File: config.mk
export PLATFORM = sky130hd
export DESIGN_NAME = bottle_print_flat
export DESIGN_NICKNAME = d
export VERILOG_FILES = /design/src/rtl/bottle_print_pkg.sv /design/src/rtl/bottle_print_if.sv /design/src/rtl/bp_edge_sync.sv /design/src/rtl/bottle_print.sv /design/src/flat_wrapper.sv
export SDC_FILE = /design/constraint.sdc
export NUM_CORES = 1
export LEC_CHECK = 0
export BUFFER_PORTS_ARGS = -buffer_cell sky130_fd_sc_hd__buf_2
export CAP_MARGIN = 20
export CORE_AREA = 2 2 81 83
export CTS_BUF_LIST = sky130_fd_sc_hd__clkbuf_8
export CTS_CLUSTER_DIAMETER = 80
export CTS_CLUSTER_SIZE = 20
export DETAILED_ROUTE_END_ITERATION = 7
export DIE_AREA = 0 0 83 85
export GPL_ROUTABILITY_DRIVEN = 0
export PLACE_DENSITY = 0.81
export SLEW_MARGIN = 20
export SYNTH_ARGS = -nofsm -noshare
export SYNTH_HDL_FRONTEND = slang
export SYNTH_SLANG_ARGS = --single-unit
export TNS_END_PERCENT = 50
File: constraint.sdc
create_clock -name clk_100 -period 2.8 [get_ports clk_100]
set_input_delay 0.56 -clock clk_100 [delete_from_list [all_inputs] [get_ports clk_100]]
set_output_delay 0.56 -clock clk_100 [all_outputs]
set_load 0.01 [all_outputs]
File: src/rtl/bottle_print_pkg.sv
// Shared types and widths for the bottle print sequencer.
// Holds the sequencer state encoding and the per-bottle configuration clamp.
package bottle_print_pkg;

  localparam int ROAD_W = 8;
  localparam int CYC_W  = 8;
  localparam int CNT_W  = 16;

  typedef enum logic {
    IDLE  = 1'b0,
    PRINT = 1'b1
  } bp_state_e;

  // A programmed count of 0 behaves as 1, so the terminal index is 0 in both cases.
  function automatic logic [7:0] cfg_max(input logic [7:0] n);
    return (n == 8'd0) ? 8'd0 : n - 8'd1;
  endfunction

endpackage

File: src/rtl/bottle_print_if.sv
// Configuration, strobe and status bundle between the line controller and bottle_print.
interface bottle_print_if;
  import bottle_print_pkg::*;

  logic              dianyan_en;
  logic              b_p_clr;
  logic              valid_edge_f1;
  logic [ROAD_W-1:0] b_p_road_num;
  logic [CYC_W-1:0]  b_p_cycle_num;
  logic              b_p_busy;
  logic              b_p_fire;
  logic [ROAD_W-1:0] b_p_fire_road;
  logic [CYC_W-1:0]  b_p_fire_cycle;
  logic              b_p_done;
  logic [CNT_W-1:0]  b_p_bottle_cnt;
  logic              b_p_overrun;

  modport master (
    output dianyan_en, b_p_clr, valid_edge_f1, b_p_road_num, b_p_cycle_num,
    input  b_p_busy, b_p_fire, b_p_fire_road, b_p_fire_cycle, b_p_done,
           b_p_bottle_cnt, b_p_overrun
  );

  modport slave (
    input  dianyan_en, b_p_clr, valid_edge_f1, b_p_road_num, b_p_cycle_num,
    output b_p_busy, b_p_fire, b_p_fire_road, b_p_fire_cycle, b_p_done,
           b_p_bottle_cnt, b_p_overrun
  );

endinterface

File: src/rtl/bp_edge_sync.sv
// Two-flop synchronizer plus delayed copy; flags a high-to-low transition of an async level.
// All flops reset high so an idle-high input never produces a trigger on reset release.
module bp_edge_sync (
  input  logic clk_i,
  input  logic rst_n_i,
  input  logic async_i,
  output logic fall_o
);

  logic s1_q, s2_q, s3_q;

  always_ff @(posedge clk_i or negedge rst_n_i) begin
    if (!rst_n_i) begin
      s1_q <= 1'b1;
      s2_q <= 1'b1;
      s3_q <= 1'b1;
    end else begin
      s1_q <= async_i;
      s2_q <= s1_q;
      s3_q <= s2_q;
    end
  end

  assign fall_o = s3_q & ~s2_q;

endmodule

File: src/rtl/bottle_print.sv
// Per-bottle print sequencer: photo-eye trigger starts a bottle, each print-position
// strobe fires one road; roads and cycles come from the configuration latched at trigger.
module bottle_print
  import bottle_print_pkg::*;
(
  input  logic               clk_100,
  input  logic               nRST,
  bottle_print_if.slave      bus
);

  logic eye_trig;

  bp_edge_sync u_eye (
    .clk_i   (clk_100),
    .rst_n_i (nRST),
    .async_i (bus.dianyan_en),
    .fall_o  (eye_trig)
  );

  bp_state_e         state_q, state_d;
  logic [ROAD_W-1:0] road_max_q, road_max_d;
  logic [CYC_W-1:0]  cyc_max_q, cyc_max_d;
  logic [ROAD_W-1:0] road_idx_q, road_idx_d;
  logic [CYC_W-1:0]  cyc_idx_q, cyc_idx_d;
  logic              fire_q, fire_d;
  logic [ROAD_W-1:0] fire_road_q, fire_road_d;
  logic [CYC_W-1:0]  fire_cyc_q, fire_cyc_d;
  logic              done_q, done_d;
  logic [CNT_W-1:0]  cnt_q, cnt_d;
  logic              overrun_q, overrun_d;

  always_ff @(posedge clk_100 or negedge nRST) begin
    if (!nRST) begin
      state_q     <= IDLE;
      road_max_q  <= '0;
      cyc_max_q   <= '0;
      road_idx_q  <= '0;
      cyc_idx_q   <= '0;
      fire_q      <= 1'b0;
      fire_road_q <= '0;
      fire_cyc_q  <= '0;
      done_q      <= 1'b0;
      cnt_q       <= '0;
      overrun_q   <= 1'b0;
    end else begin
      state_q     <= state_d;
      road_max_q  <= road_max_d;
      cyc_max_q   <= cyc_max_d;
      road_idx_q  <= road_idx_d;
      cyc_idx_q   <= cyc_idx_d;
      fire_q      <= fire_d;
      fire_road_q <= fire_road_d;
      fire_cyc_q  <= fire_cyc_d;
      done_q      <= done_d;
      cnt_q       <= cnt_d;
      overrun_q   <= overrun_d;
    end
  end

  always_comb begin
    state_d     = state_q;
    road_max_d  = road_max_q;
    cyc_max_d   = cyc_max_q;
    road_idx_d  = road_idx_q;
    cyc_idx_d   = cyc_idx_q;
    fire_d      = 1'b0;
    fire_road_d = fire_road_q;
    fire_cyc_d  = fire_cyc_q;
    done_d      = 1'b0;
    cnt_d       = cnt_q;
    overrun_d   = overrun_q;

    if (bus.b_p_clr) begin
      state_d     = IDLE;
      road_max_d  = '0;
      cyc_max_d   = '0;
      road_idx_d  = '0;
      cyc_idx_d   = '0;
      fire_road_d = '0;
      fire_cyc_d  = '0;
      cnt_d       = '0;
      overrun_d   = 1'b0;
    end else begin
      unique case (state_q)
        IDLE: begin
          if (eye_trig) begin
            state_d    = PRINT;
            road_max_d = cfg_max(bus.b_p_road_num);
            cyc_max_d  = cfg_max(bus.b_p_cycle_num);
            road_idx_d = '0;
            cyc_idx_d  = '0;
          end
        end
        PRINT: begin
          // A second bottle while printing is only flagged; the current one runs to completion.
          if (eye_trig) overrun_d = 1'b1;
          if (bus.valid_edge_f1) begin
            fire_d      = 1'b1;
            fire_road_d = road_idx_q;
            fire_cyc_d  = cyc_idx_q;
            if (road_idx_q < road_max_q) begin
              road_idx_d = road_idx_q + 1'b1;
            end else begin
              road_idx_d = '0;
              if (cyc_idx_q < cyc_max_q) begin
                cyc_idx_d = cyc_idx_q + 1'b1;
              end else begin
                done_d  = 1'b1;
                cnt_d   = cnt_q + 1'b1;
                state_d = IDLE;
              end
            end
          end
        end
        default: state_d = IDLE;
      endcase
    end
  end

  assign bus.b_p_busy       = (state_q == PRINT);
  assign bus.b_p_fire       = fire_q;
  assign bus.b_p_fire_road  = fire_road_q;
  assign bus.b_p_fire_cycle = fire_cyc_q;
  assign bus.b_p_done       = done_q;
  assign bus.b_p_bottle_cnt = cnt_q;
  assign bus.b_p_overrun    = overrun_q;

endmodule

File: src/flat_wrapper.sv
// flat-port wrapper written by rule: the top's interface ports become plain ports
module bottle_print_flat import bottle_print_pkg::*;
  (clk_100, nRST, bus_dianyan_en, bus_b_p_clr, bus_valid_edge_f1, bus_b_p_road_num, bus_b_p_cycle_num, bus_b_p_busy, bus_b_p_fire, bus_b_p_fire_road, bus_b_p_fire_cycle, bus_b_p_done, bus_b_p_bottle_cnt, bus_b_p_overrun);
  bottle_print_if bus_i ();
  input  logic clk_100;
  input  logic nRST;
  input wire logic [$bits(bus_i.dianyan_en)-1:0] bus_dianyan_en;
  input wire logic [$bits(bus_i.b_p_clr)-1:0] bus_b_p_clr;
  input wire logic [$bits(bus_i.valid_edge_f1)-1:0] bus_valid_edge_f1;
  input wire logic [$bits(bus_i.b_p_road_num)-1:0] bus_b_p_road_num;
  input wire logic [$bits(bus_i.b_p_cycle_num)-1:0] bus_b_p_cycle_num;
  output wire logic [$bits(bus_i.b_p_busy)-1:0] bus_b_p_busy;
  output wire logic [$bits(bus_i.b_p_fire)-1:0] bus_b_p_fire;
  output wire logic [$bits(bus_i.b_p_fire_road)-1:0] bus_b_p_fire_road;
  output wire logic [$bits(bus_i.b_p_fire_cycle)-1:0] bus_b_p_fire_cycle;
  output wire logic [$bits(bus_i.b_p_done)-1:0] bus_b_p_done;
  output wire logic [$bits(bus_i.b_p_bottle_cnt)-1:0] bus_b_p_bottle_cnt;
  output wire logic [$bits(bus_i.b_p_overrun)-1:0] bus_b_p_overrun;
  assign bus_i.dianyan_en = bus_dianyan_en;
  assign bus_i.b_p_clr = bus_b_p_clr;
  assign bus_i.valid_edge_f1 = bus_valid_edge_f1;
  assign bus_i.b_p_road_num = bus_b_p_road_num;
  assign bus_i.b_p_cycle_num = bus_b_p_cycle_num;
  assign bus_b_p_busy = bus_i.b_p_busy;
  assign bus_b_p_fire = bus_i.b_p_fire;
  assign bus_b_p_fire_road = bus_i.b_p_fire_road;
  assign bus_b_p_fire_cycle = bus_i.b_p_fire_cycle;
  assign bus_b_p_done = bus_i.b_p_done;
  assign bus_b_p_bottle_cnt = bus_i.b_p_bottle_cnt;
  assign bus_b_p_overrun = bus_i.b_p_overrun;
  bottle_print u_core (.clk_100(clk_100), .nRST(nRST), .bus(bus_i));
endmodule
# Yosys cells after proc, flatten, opt, wreduce, memory -nomap -nowiden
# Cells that the tools add are included.
[op_classes]
addsub = 5
magnitude_cmp = 2
n_eq_ne = 7
mux = 46
bitwise_logic = 3
reduce_logical = 11
[ops]
columns = ["op", "count"]
rows = [
  ["two-way mux 8 bit", 22],
  ["two-way mux 16 bit", 5],
  ["one-hot mux 8 bit (2 select lines)", 2],
  ["adder 16 x 1 -> 16 bit (second input constant)", 1],
  ["adder 8 x 1 -> 8 bit (second input constant)", 2],
  ["logical NOT 8 bit", 2],
  ["< comparator 8 bit", 2],
  ["two-way mux 1 bit", 16],
  ["subtractor 8 x 1 -> 8 bit (second input constant)", 2],
  ["!= test 3 bit (second input constant)", 3],
  ["AND reduction 2 bit", 4],
  ["AND reduction 4 bit", 2],
  ["!= test 2 bit (second input constant)", 3],
  ["nonzero test 2 bit", 3],
  ["!= test 3 x 2 -> 1 bit (second input constant)", 1],
  ["NOT 1 bit", 2],
  ["one-hot mux 1 bit (2 select lines)", 1],
  ["AND 1 bit", 1],
]
[word_totals]
ff_bits = 71
in_bits = 21
out_inout_bits = 36
wordCells = 88

# Depth between registers and ports, before layout
# Gate-level depths: netlist of run 1.
[depth]
depth_word = 6
mapped_depth = 9
ltp_nobuf = 8

# Cells and area by module
# A second synthesis of run 1 with hierarchy kept.
[unflattened]
cells_unflattened = 370
area_unflattened_um2 = 3719.8
[by_module_without_submodules]
columns = ["module", "instances", "cells_per_inst", "area_per_inst_um2", "seq_area_each_um2"]
rows = [
  ["bottle_print", 1, 366, 3627.2, 1701.6],
  ["bp_edge_sync", 1, 4, 92.6, 78.8],
]

# Worst setup path before layout of run 1
# No wires, ideal clock.
[synth_path]
path_kind = "register to register"
from = "register u_core.road_idx_q[6]"
to = "register u_core.cnt_q[15], in the netlist u_core.bus.b_p_bottle_cnt[15]"
setup_time_ns = 0.078
arrival_time_ns = 2.333
required_ns = 2.722
path_slack_ns = 0.389
stages_incl_launch_ff = 9
n_path_buf = 1
synth_period_minus_slack_ns = 2.411
path_cell_list = "dfrtp_1 ha_1 and4_1 o21ai_0 o21a_1 or3_4 buf_6 or4b_1 a21oi_1"
[synth_between]
elab_chain_cells = 3
[synth_lines]
columns = ["item", "line", "text"]
rows = [
  ["start, declared", "bottle_print.sv:23", "logic [ROAD_W-1:0] road_idx_q, road_idx_d;"],
  ["start signal, assigned", "bottle_print.sv:49", "road_idx_q <= road_idx_d;"],
  ["< comparator 8 bit", "bottle_print.sv:101", "if (road_idx_q < road_max_q) begin"],
  ["!= test 2 bit (no source line)", "--", ""],
  ["AND reduction 4 bit (no source line)", "--", ""],
  ["end signal, assigned", "bottle_print.sv:55", "cnt_q <= cnt_d;"],
  ["end, declared", "bottle_print.sv:29", "logic [CNT_W-1:0] cnt_q, cnt_d;"],
]
# Every way passes these cells.
# A chain may end at the register's enable or synchronous reset.

# Worst setup path in the final report of run 1
# Same ends and word-level chain as after synthesis.

==> results of run 1 <==
[worst min-delay path by stage]
stage | to | slack (ps) | depth (start not counted)
finish | u_core.road_idx_q[4] | 220 | 1
global route | u_core.bus.b_p_fire_road[5] | 270 | 1
global placement | u_core.u_eye.s2_q | 350 | 0
detailed placement | u_core.u_eye.s2_q | 350 | 0
CTS | u_core.road_idx_q[4] | 230 | 1
floorplan | u_core.bus.b_p_bottle_cnt[0] | 260 | 0
[through the flow]
step	hold WS (ps)	setup slack [ps]	std cells
after floorplan	264	389	351
after global placement	347	432	483
after detailed placement	349	349	483
after CTS	235	309	499
after global routing	265	143	499
final	221	262	499
[state kept, by name, summed over array words and instances (netlist names)]
| register | flops |
|---|---|
| u_core.bus.b_p_bottle_cnt | 16 |
| u_core.bus.b_p_busy | 1 |
| u_core.bus.b_p_done | 1 |
| u_core.bus.b_p_fire | 1 |
| u_core.bus.b_p_fire_cycle | 8 |
| u_core.bus.b_p_fire_road | 8 |
| u_core.bus.b_p_overrun | 1 |
| u_core.cyc_idx_q | 8 |
| u_core.cyc_max_q | 8 |
| u_core.road_idx_q | 8 |
| u_core.road_max_q | 8 |
| u_core.u_eye.s1_q | 1 |
| u_core.u_eye.s2_q | 1 |
| u_core.u_eye.s3_q | 1 |
[area by class of cell]
class                      count  area, um^2  share of cell area, %
timing repair buffer          66         368                   8.70
sequential                    71        1780                   42.1
tap                           77        96.3                   2.28
clock buffer                  13         179                   4.23
clock inverter                 3        63.8                   1.51
multi-input combinational    249        1670                   39.4
inverter                      20        75.1                   1.78
[per-layer routing]
layer	vias to the layer above	part of all wire [%]
met2	98	48
met3	14	5.9
li1	1423	-
met5	-	0
met1	1472	45
met4	0	2.0
[synthesized netlist by cell type, types with 2 or more instances]
cell	count
sky130_fd_sc_hd__xnor2_1	14
sky130_fd_sc_hd__nor4_1	9
sky130_fd_sc_hd__nor2b_1	2
sky130_fd_sc_hd__dfstp_2	3
sky130_fd_sc_hd__inv_1	20
sky130_fd_sc_hd__dfrtp_1	68
sky130_fd_sc_hd__o31a_1	2
sky130_fd_sc_hd__nor3_1	5
sky130_fd_sc_hd__clkbuf_1	9
sky130_fd_sc_hd__nand2_1	24
sky130_fd_sc_hd__a31oi_1	3
sky130_fd_sc_hd__ha_1	19
sky130_fd_sc_hd__xor2_1	8
sky130_fd_sc_hd__o22ai_1	14
sky130_fd_sc_hd__nand3b_1	2
sky130_fd_sc_hd__and2_1	6
sky130_fd_sc_hd__a22o_1	17
sky130_fd_sc_hd__or3_1	3
sky130_fd_sc_hd__nand2b_1	6
sky130_fd_sc_hd__a21oi_1	12
sky130_fd_sc_hd__nor2_1	25
sky130_fd_sc_hd__o21a_1	6
sky130_fd_sc_hd__and3_1	5
sky130_fd_sc_hd__nand4_1	5
sky130_fd_sc_hd__and4_1	4
sky130_fd_sc_hd__o21ai_0	21
sky130_fd_sc_hd__mux2i_1	2
sky130_fd_sc_hd__nand3_1	12
sky130_fd_sc_hd__or4_1	3
sky130_fd_sc_hd__o31ai_1	10
[report_power, final]
group          internal [W]  switching (W)
clock              0.000596       0.000361
sequential          0.00105      0.0000116
combinational     0.0000839       0.000162
total               0.00173       0.000534
[cells in the final DEF (no fill, tap or decap), types with 3 or more instances in the layout]
master	count
sky130_fd_sc_hd__dfrtp_1	68
sky130_fd_sc_hd__buf_2	56
sky130_fd_sc_hd__nor2_1	25
sky130_fd_sc_hd__nand2_1	24
sky130_fd_sc_hd__inv_1	21
sky130_fd_sc_hd__o21ai_0	21
sky130_fd_sc_hd__ha_1	19
sky130_fd_sc_hd__a22o_1	17
sky130_fd_sc_hd__xnor2_1	14
sky130_fd_sc_hd__o22ai_1	14
sky130_fd_sc_hd__clkbuf_8	13
sky130_fd_sc_hd__a21oi_1	12
sky130_fd_sc_hd__nand3_1	12
sky130_fd_sc_hd__o31ai_1	10
sky130_fd_sc_hd__nor4_1	9
sky130_fd_sc_hd__buf_4	9
sky130_fd_sc_hd__xor2_1	8
sky130_fd_sc_hd__nand2b_1	6
sky130_fd_sc_hd__o21a_1	6
sky130_fd_sc_hd__and2_1	6
sky130_fd_sc_hd__nand4_1	5
sky130_fd_sc_hd__nor3_1	5
sky130_fd_sc_hd__and3_1	5
sky130_fd_sc_hd__and4_1	4
sky130_fd_sc_hd__or4_1	3
sky130_fd_sc_hd__a31oi_1	3
sky130_fd_sc_hd__or3_1	3
sky130_fd_sc_hd__dfstp_2	3
[cell families (layout without fill, tap and decap cells)]
logic type                 Yosys count  count (layout)  share of synthesized area [%]
xor gates and xnor gates            22              22                           5.40
muxes                                2               2                          0.561
and+or+nand+nor                    115             115                           16.9
buffers and inverters               31             102                           3.47
adders and majority gates           19              19                           6.66
AOI/OAI and AO/OA                   91              91                           17.1
DFF                                 71              71                           49.9
[worst max-delay path: stages (launching register included)]
cell	delay, ps
sky130_fd_sc_hd__dfrtp_1	430
sky130_fd_sc_hd__ha_1	350
sky130_fd_sc_hd__and4_1	200
sky130_fd_sc_hd__o21ai_0	110
sky130_fd_sc_hd__o21a_1	200
sky130_fd_sc_hd__or3_4	450
sky130_fd_sc_hd__or4b_1	550
sky130_fd_sc_hd__a21oi_1	170
==> results.py, run 1 <==
metrics = {
    "outcome": {
        "run_status": "completed",
    },
    "global_route": {
        "grt_util_met3_pct": 4.09,
        "grt-busiest-layer": "met2",
        "globalRouteOverflowTotal": 0,
        "grt_first_pass_wirelength_mm": 13.6,
        "grt_util_all_layers_pct": 24.0,
        "pin_count_of_the_biggest_net_entering_global_routing": 45,
        "initial_antenna_violation_count": 0,
        "met1_usage_pct": 32.3,
        "number_of_global_route_vias_before_repair": 2894,
        "groute.layer.met2.usage_pct": 37.6,
    },
    "logic_synthesis": {
        "postSynth.topFlopCell": "sky130_fd_sc_hd__dfrtp_1",
        "top_cell_type_by_total_area_after_synthesis": "sky130_fd_sc_hd__dfrtp_1",
        "synth_largest_type_area_fraction_pct": 47.7,
        "synth_area_mm2": 0.00357,
        "number_of_enable_flip_flop_cells_after_synthesis": 0,
        "synth_seq_cells": 71,
        "syn_avg_cell_area_um2": 10.2,
        "distinct_cell_type_count_of_the_synthesized_netlist": 42,
        "synthesized_netlist_net_count": 391,
        "postSynth.asyncResetShare_pct": 100,
        "synthCells": 351,
        "synth.yosys.warnings": 0,
        "ys_seq_area_share_pct": 49.9,
        "post_synth_main_area_contributors": "sky130_fd_sc_hd__dfrtp_1, sky130_fd_sc_hd__ha_1, sky130_fd_sc_hd__a22o_1, sky130_fd_sc_hd__xnor2_1, sky130_fd_sc_hd__o21ai_0",
    },
    "route": {
        "routed_via_density": 6.03,
        "route.vias.total": 3007,
        "drt-wirelength-per-cell_um": 16.1,
        "drc": 0,
        "drt-total-wl_mm": 8.03,
        "drt-initial-drc-count": 137,
        "detailedRoute.firstPassIterationCount": 4,
        "antenna_left": 0,
    },
    "worst_setup_path": {
        "setup.worst_path.start_class": "register",
        "worstSetupPathType": "reg2reg",
        "worstRegToRegCells": 7,
        "worst_r2r_endpoint": "u_core.bus.b_p_bottle_cnt[15]",
        "critPathCapture": "u_core.bus.b_p_bottle_cnt[15]",
        "crit-reg2reg-launch": "u_core.road_idx_q[6]",
        "reg2reg_setup_slack_ps": 260,
        "crit_start": "u_core.road_idx_q[6]",
        "arrival_ps": 2810,
        "timing.critical_path.fanout_max": 13,
        "crit_path_end_kind": "register",
        "worstPathRequired_ps": 3070,
    },
    "final_layout": {
        "area_growth_pct": 18.4,
        "n_fill_cell": 481,
        "antenna_cells_inserted": 0,
        "layout-drive-gt1-share_pct": 20.1,
        "nNetsFinal": 457,
        "final_core_occ_pct": 68.2,
        "post-route-cell-area_mm2": 0.00423,
    },
    "power_and_ir_drop": {
        "power.total_w": 0.00226,
        "power.static_leakage_nw": 2.02,
        "max_ir_drop_vdd_v": 0.000318,
        "power_density_mw_per_mm2": 535,
    },
    "clocking": {
        "post_cts.repair.setup_buffers": 0,
        "num_clock_sinks": 71,
        "clock_buffer_count_from_cts": 9,
        "cts.htree.levels": 3,
        "cts_root_buffer": "sky130_fd_sc_hd__clkbuf_8",
        "post_cts_resize_count": 0,
        "clock_latency_ps": 350,
        "clock_tree_from_tritoncts": "done",
        "clk_pin_slew_ps": 70,
        "post_cts_hold_buffer_count": 0,
        "clockBufferDepth": 2,
    },
    "floorplan": {
        "chipWidth_um": 83,
        "num_io_pins": 57,
        "die-area_mm2": 0.00706,
        "initial_utilization_pct": 57.6,
        "placeableCoreArea_mm2": 0.00620,
        "die_height_um": 85,
        "fp-row-count": 29,
    },
    "flow_run": {
        "number_of_max_cap_violations": 0,
    },
    "timing": {
        "rsz_0062_raised_after_global_routing": "false",
        "max_slew_margin_pct": 54.1,
        "timing_max_transition_violations_final": 0,
        "timing_hold_violations_final": 0,
        "fin_tns_setup_ps": 0,
        "layout_worst_path_cycle_share_pct": 90.7,
        "fin_crit_ps": 2540,
        "max_slew.worst_pin.slew_ps": 681,
        "max_freq_mhz": 394,
        "clock_skew_ps": 8.28,
        "final_setup_vio_count": 0,
    },
    "place": {
        "numPortBuffers": 56,
        "dp.final_hpwl_mm": 5.75,
        "place_area_mm2": 0.00399,
    },
    "min_path": {
        "hold_path_class": "in2async",
    },
}
Power figures use the tool's default switching activity.
==> run 2, diff against run 1 <==
--- a/config.mk
+++ b/config.mk
@@ -14,6 +14,7 @@
 export DETAILED_ROUTE_END_ITERATION = 7
 export DIE_AREA = 0 0 83 85
 export GPL_ROUTABILITY_DRIVEN = 0
+export GPL_TIMING_DRIVEN = 0
 export PLACE_DENSITY = 0.81
 export SLEW_MARGIN = 20
 export SYNTH_ARGS = -nofsm -noshare
==> run 2 against run 1 <==
Against the previous run:
- final cell count grew 0.40%
- global-route usage shrank 0.84 points
- non-clock buffer count grew 2
- cell area fell by 1.2%
- worst hold slack lost 63 ps
- fmax shrank 4.1%
- utilization decreased by 0.81 points
- sequential share of layout area up 0.50 points
- critical path depth rose by 1
- sequential power hardly changed
- via count down 3.0%
- largest cell class unchanged
==> results.py, run 2 (same netlist as run 1, synthesis figures left out) <==
metrics = {
    "outcome": {
        "run_status": "completed",
    },
    "global_route": {
        "grt-busiest-layer": "met2",
        "grt_util_all_layers_pct": 23.2,
        "globalRouteOverflowTotal": 0,
        "initial_antenna_violation_count": 0,
        "grt_first_pass_wirelength_mm": 13.2,
        "groute.layer.met2.usage_pct": 34.1,
        "met1_usage_pct": 33.6,
        "number_of_global_route_vias_before_repair": 2818,
        "pin_count_of_the_biggest_net_entering_global_routing": 39,
        "grt_util_met3_pct": 4.09,
    },
    "worst_setup_path": {
        "cp_max_stage_cell": "sky130_fd_sc_hd__or4b_1",
        "crit_path_end_kind": "register",
        "timing.critical_path.fanout_max": 10,
        "worstSetupPathType": "reg2reg",
        "arrival_ps": 2910,
        "worstRegToRegCells": 8,
        "reg2reg_setup_slack_ps": 150,
        "setup.worst_path.start_class": "register",
        "path_cells": "ha_1 -> and4_1 -> o21ai_0 -> o21a_1 -> or3_4 -> buf_6 -> or4b_1 -> a21oi_1",
        "worstPathRequired_ps": 3060,
        "max_stage_delay_ps": 490,
    },
    "flow_run": {
        "number_of_max_cap_violations": 0,
    },
    "route": {
        "routed_via_density": 5.82,
        "detailedRoute.firstPassIterationCount": 5,
        "drt-total-wl_mm": 7.67,
        "antenna_left": 0,
        "drc": 0,
        "drt-initial-drc-count": 110,
        "route.vias.total": 2918,
        "drt-wirelength-per-cell_um": 15.3,
    },
    "clocking": {
        "clock_latency_ps": 340,
        "clock_tree_from_tritoncts": "done",
        "cts_root_buffer": "sky130_fd_sc_hd__clkbuf_8",
        "clock_buffer_count_from_cts": 9,
        "post_cts_hold_buffer_count": 0,
        "cts.htree.levels": 3,
        "num_clock_sinks": 71,
        "clockBufferDepth": 2,
        "clk_pin_slew_ps": 70,
    },
    "final_layout": {
        "nNetsFinal": 459,
        "mostFrequentLayoutCell": "sky130_fd_sc_hd__dfrtp_1",
        "largest_register_ffs": 16,
        "area_growth_pct": 17.0,
        "layout-drive-gt1-share_pct": 17.9,
        "mostFrequentLayoutCells": "sky130_fd_sc_hd__dfrtp_1, sky130_fd_sc_hd__buf_2, sky130_fd_sc_hd__nor2_1",
        "final_core_occ_pct": 67.4,
        "antenna_cells_inserted": 0,
        "post-route-cell-area_mm2": 0.00418,
    },
    "floorplan": {
        "chipWidth_um": 83,
        "num_io_pins": 57,
        "placeableCoreArea_mm2": 0.00620,
        "initial_utilization_pct": 57.6,
        "die-area_mm2": 0.00706,
        "fp-row-count": 29,
        "die_height_um": 85,
    },
    "timing": {
        "max_slew_margin_pct": 41.5,
        "max_slew.worst_pin.slew_ps": 870,
        "max_freq_mhz": 378,
        "rsz_0062_raised_after_global_routing": "false",
        "fin_tns_setup_ps": 0,
        "final_setup_vio_count": 0,
        "fin_crit_ps": 2650,
        "timing_max_transition_violations_final": 0,
        "timing_hold_violations_final": 0,
        "clock_skew_ps": 6.28,
        "layout_worst_path_cycle_share_pct": 94.5,
    },
    "power_and_ir_drop": {
        "power.combinational.fraction_pct": 10.9,
        "switching_share_pct": 24.6,
        "power.static_leakage_nw": 1.99,
        "switchingPower_w": 0.000525,
        "p_int_w": 0.00161,
        "max_ir_drop_vdd_v": 0.000382,
        "power_density_mw_per_mm2": 511,
        "sequential_group_share_of_total_power_pct": 49.4,
        "pwr-share-clk_pct": 39.6,
    },
    "place": {
        "place_area_mm2": 0.00397,
        "dp.final_hpwl_mm": 5.70,
        "numPortBuffers": 56,
    },
    "min_path": {
        "hold_path_class": "in2async",
    },
}
==> run 2: cell types whose count changed in the layout (fill, tap and decap cells not counted), sizes merged <==
cell,delta
buf,-7
clkbuf,+5
clkinv,+2
inv,+2
==> run 2: final cells by class <==
class / instances / area (um^2)
Fill cell: 484 / 2030
Sequential cell: 71 / 1780
Buffer: 11 / 48.8
Multi-Input combinational cell: 249 / 1670
Inverter: 20 / 75.1
Clock inverter: 7 / 81.3
Clock buffer: 9 / 124
Timing Repair Buffer: 57 / 303
Tap cell: 77 / 96.3
==> run 2: path summary, 6_finish.rpt <==
path                                       from                             to
max                        u_core.road_idx_q[6]  u_core.bus.b_p_bottle_cnt[15]
max reg2reg                u_core.road_idx_q[6]  u_core.bus.b_p_bottle_cnt[15]
min                                        nRST    u_core.bus.b_p_fire_road[7]
max in group asynchronous                  nRST              u_core.u_eye.s2_q
min reg2reg                   u_core.u_eye.s1_q              u_core.u_eye.s2_q
min in group clk_100             bus_dianyan_en              u_core.u_eye.s1_q
==> run 2: per-layer routing <==
layer / wire (um) / vias up
li1: - / 1429
met1: 3710 / 1402
met2: 3500 / 75
met3: 336 / 12
met4: 128 / 0
met5: 0 / -
==> run 2: through the flow <==
stage	hold WS [ps]	worst slack, ps	instances	power [W]
2_1_floorplan	264	389	351	0.00121
3_3_place_gp	349	186	484	0.00130
3_5_place_dp	349	121	485	0.00131
4_1_cts	168	152	501	0.00215
5_1_grt	185	6.79	501	0.00223
6_report	159	154	501	0.00214
==> run 2: repair_timing <==
item                                    in CTS  in global routing
gates resized for setup                      0                  1
endpoints found under the setup margin       0                  4
setup buffers                                0                  0
hold endpoints to repair                     0                  0
==> run 2: worst max-delay path, delay by kind of cell (launching register included) <==
kind | cells | cell delay [ps]
AO/OA/AOI/OAI | 3 | 520
flip-flops | 1 | 430
adder cells (fa/ha/maj) | 1 | 340
buffers and inverters | 1 | 160
AND/OR/NAND/NOR | 3 | 1100
==> run 2: power by group through the flow <==
| stage | clock [W] | combinational [W] | sequential, W |
|---|---|---|---|
| floorplan | 0 | 0.000138 | 0.00107 |
| global placement | 0 | 0.000223 | 0.00107 |
| detailed placement | 0 | 0.000233 | 0.00107 |
| CTS | 0.000860 | 0.000235 | 0.00106 |
| global route | 0.000910 | 0.000263 | 0.00106 |
| finish | 0.000846 | 0.000234 | 0.00106 |
==> run 3, diff against run 2 <==
--- a/config.mk
+++ b/config.mk
@@ -5,17 +5,19 @@
 export SDC_FILE = /design/constraint.sdc
 export NUM_CORES = 1
 export LEC_CHECK = 0
+export ABC_AREA = 1
 export BUFFER_PORTS_ARGS = -buffer_cell sky130_fd_sc_hd__buf_2
 export CAP_MARGIN = 20
-export CORE_AREA = 2 2 81 83
+export CORE_AREA = 2 2 87 89
 export CTS_BUF_LIST = sky130_fd_sc_hd__clkbuf_8
 export CTS_CLUSTER_DIAMETER = 80
 export CTS_CLUSTER_SIZE = 20
 export DETAILED_ROUTE_END_ITERATION = 7
-export DIE_AREA = 0 0 83 85
+export DIE_AREA = 0 0 89 91
 export GPL_ROUTABILITY_DRIVEN = 0
 export GPL_TIMING_DRIVEN = 0
 export PLACE_DENSITY = 0.81
+export REMOVE_ABC_BUFFERS = 1
 export SLEW_MARGIN = 20
 export SYNTH_ARGS = -nofsm -noshare
 export SYNTH_HDL_FRONTEND = slang
==> constraint.sdc (replaced) <==
create_clock -name clk_100 -period 3.33 [get_ports clk_100]
set_input_delay 0.666 -clock clk_100 [delete_from_list [all_inputs] [get_ports clk_100]]
set_output_delay 0.666 -clock clk_100 [all_outputs]
set_load 0.01 [all_outputs]
==> run 3 against run 2 <==
Against the previous run:
- sequential share of layout area shrank 5.2 points
- global-route usage grew 1.6 points
- clock power shrank 16%
- clock skew grew 6.2 ps
- final cell count grew 33%
- utilization shrank 0.61 points
- non-clock buffer count shrank 11
- sequential power shrank 14%
- area after synthesis grew 18%
- largest power group unchanged
- highest routed layer unchanged
==> results.py, run 3 <==
metrics = {
    "outcome": {
        "run_status": "completed",
    },
    "logic_synthesis": {
        "distinct_cell_type_count_of_the_synthesized_netlist": 34,
        "ys_seq_area_share_pct": 42.3,
        "synth.yosys.warnings": 0,
        "postSynth.asyncResetShare_pct": 100,
        "top_cell_type_by_total_area_after_synthesis": "sky130_fd_sc_hd__dfrtp_1",
        "netlist_top_cells_count": "sky130_fd_sc_hd__nand2_1, sky130_fd_sc_hd__dfrtp_1, sky130_fd_sc_hd__nor2_1, sky130_fd_sc_hd__inv_1, sky130_fd_sc_hd__nand4_1",
        "post_synth_main_area_contributors": "sky130_fd_sc_hd__dfrtp_1, sky130_fd_sc_hd__nand2_1, sky130_fd_sc_hd__ha_1, sky130_fd_sc_hd__nand4_1, sky130_fd_sc_hd__nor2_1",
        "synth_largest_type_area_fraction_pct": 40.4,
        "synthCells": 511,
        "syn_avg_cell_area_um2": 8.24,
        "synth.most_common_cell": "sky130_fd_sc_hd__nand2_1",
        "postSynth.topFlopCell": "sky130_fd_sc_hd__dfrtp_1",
        "number_of_enable_flip_flop_cells_after_synthesis": 0,
        "synth_area_mm2": 0.00421,
        "synth_seq_cells": 71,
    },
    "final_layout": {
        "post-route-cell-area_mm2": 0.00476,
        "stdcell_count": 668,
        "final_core_occ_pct": 66.7,
        "area_growth_pct": 13.1,
        "mostFrequentLayoutCells": "sky130_fd_sc_hd__nand2_1, sky130_fd_sc_hd__dfrtp_1, sky130_fd_sc_hd__buf_2",
        "seq_area_mm2": 0.00178,
        "n_fill_cell": 617,
        "nNetsFinal": 604,
        "antenna_cells_inserted": 0,
        "largest_register_ffs": 16,
        "layout-drive-gt1-share_pct": 21.1,
        "total_area_of_multi_input_combinational_cells_mm2": 0.00211,
        "mostFrequentLayoutCell": "sky130_fd_sc_hd__nand2_1",
    },
    "route": {
        "route.vias.total": 3638,
        "drt-total-wl_mm": 9.24,
        "routed_via_density": 5.45,
        "detailedRoute.firstPassIterationCount": 6,
        "drt-initial-drc-count": 261,
        "drc": 0,
        "drt-wirelength-per-cell_um": 13.8,
        "antenna_left": 0,
    },
    "worst_setup_path": {
        "path_cells": "buf_2 -> inv_4 -> nand2_4 -> inv_4 -> nand2_4 -> inv_2 -> nor2_1 -> xor2_1 -> nor2_1",
        "setup.worst_path.start_class": "input port",
        "timing.critical_path.fanout_max": 26,
        "max_stage_delay_ps": 480,
        "crit_path_end_kind": "register",
        "cp_num_buf_inv": 4,
        "worstRegToRegCells": 6,
        "cp_max_stage_cell": "sky130_fd_sc_hd__buf_2",
        "worstSetupPathDepth": 9,
        "timing.critical_path.max_delay_family": "buffers and inverters",
        "arrival_ps": 2480,
        "crit-reg2reg-launch": "u_core.road_idx_q[7]",
        "worstPathRequired_ps": 3580,
        "worstSetupPathType": "in2reg",
        "crit_start": "bus_b_p_clr",
    },
    "global_route": {
        "grt_util_all_layers_pct": 24.7,
        "initial_antenna_violation_count": 0,
        "pin_count_of_the_biggest_net_entering_global_routing": 59,
        "number_of_global_route_vias_before_repair": 3484,
        "globalRouteOverflowTotal": 0,
        "grt_first_pass_wirelength_mm": 16.0,
    },
    "timing": {
        "clock_skew_ps": 12.5,
        "max_freq_mhz": 447,
        "layout_worst_path_cycle_share_pct": 67.2,
        "fin_tns_setup_ps": 0,
        "max_slew.worst_pin.slew_ps": 612,
        "timing_hold_violations_final": 0,
        "fin_crit_ps": 2240,
        "timing_max_transition_violations_final": 0,
        "rsz_0062_raised_after_global_routing": "false",
        "max_slew_margin_pct": 59.2,
        "final_setup_vio_count": 0,
    },
    "place": {
        "numPortBuffers": 56,
        "place_area_mm2": 0.00456,
        "dp.final_hpwl_mm": 6.68,
        "placed_cells": 652,
    },
    "clocking": {
        "post_cts.repair.setup_buffers": 0,
        "post_cts_hold_buffer_count": 0,
        "clock_buffer_count_from_cts": 9,
        "cts.htree.levels": 3,
        "clockBufferDepth": 2,
        "cts_root_buffer": "sky130_fd_sc_hd__clkbuf_8",
        "clk_pin_slew_ps": 90,
        "clock_latency_ps": 350,
        "clock_tree_from_tritoncts": "done",
        "num_clock_sinks": 71,
        "post_cts_resize_count": 0,
    },
    "flow_run": {
        "number_of_max_cap_violations": 0,
    },
    "floorplan": {
        "placeableCoreArea_mm2": 0.00714,
        "num_io_pins": 57,
        "fp-row-count": 31,
        "die-area_mm2": 0.00810,
        "initial_utilization_pct": 59.0,
        "die_height_um": 91,
        "chipWidth_um": 89,
    },
    "power_and_ir_drop": {
        "power.static_leakage_nw": 2.36,
        "power.total_w": 0.00187,
        "power_density_mw_per_mm2": 392,
        "max_ir_drop_vdd_v": 0.000261,
    },
    "min_path": {
        "hold_path_class": "in2async",
    },
}
==> run 3: changes by cell type after synthesis, moves of 8 or more <==
cell,change
sky130_fd_sc_hd__nand2_1,+90
sky130_fd_sc_hd__inv_1,+33
sky130_fd_sc_hd__nand4_1,+29
sky130_fd_sc_hd__nor2_1,+29
sky130_fd_sc_hd__nand3_1,+18
sky130_fd_sc_hd__a22o_1,-16
sky130_fd_sc_hd__nand3_2,+13
sky130_fd_sc_hd__o31ai_1,-10
sky130_fd_sc_hd__nor4_1,-9
sky130_fd_sc_hd__buf_2,+8
==> run 3: worst register-to-register path: stages, from the launching register on <==
cell and delay, ps:
sky130_fd_sc_hd__dfrtp_1 420, sky130_fd_sc_hd__ha_1 330, sky130_fd_sc_hd__a21oi_1 160, sky130_fd_sc_hd__o21a_1 260
sky130_fd_sc_hd__nand3_2 370, sky130_fd_sc_hd__nand4_1 230, sky130_fd_sc_hd__nand2_1 70
==> run 3: worst paths after layout <==
kind,end,slack [ps]
worst max-delay path,u_core.road_idx_q[3],1090
worst max register to register,u_core.bus.b_p_bottle_cnt[8],1370
worst min register to register,u_core.u_eye.s2_q,360
min in group clk_100,u_core.u_eye.s2_q,360
max in group asynchronous,u_core.u_eye.s3_q,2570
worst min-delay path,u_core.bus.b_p_fire,160
==> run 3: kinds of logic after synthesis <==
family,count (synthesis),share of synthesized area [%]
compound gates,50,7.70
buf+inv,75,7.49
fa+ha+maj,19,5.65
xor+xnor,23,4.78
simple gates,273,32.1
flops,71,42.3
==> run 3: per-layer routing <==
layer  wire, um  global-route usage, %
met1       4040                   32.7
met2       4600                   41.1
met3        452                   4.64
met4        145                   7.09
met5          0                      0
==> run 3: layout make-up <==
type | instances | area share, %
inverters | 60 | 4.83
clock inverters | 7 | 1.68
multi-input cells | 365 | 44.4
repair buffers | 57 | 6.51
clock buffers | 9 | 2.60
flip-flops and latches | 71 | 37.4
well taps | 99 | 2.60
==> run 3: report_power, final <==
group | total, W | internal (W) | switching (W)
combinational | 0.000250 | 0.0000734 | 0.000177
clock | 0.000708 | 0.000355 | 0.000354
sequential | 0.000908 | 0.000887 | 0.0000206
total | 0.00187 | 0.00132 | 0.000551
==> run 3: stage by stage <==
step / hold WS [ps] / worst slack, ps
after floorplan: 345 / 1640
after global routing: 165 / 940
after global placement: 347 / 747
after CTS: 162 / 1120
final: 161 / 1090
after detailed placement: 347 / 737
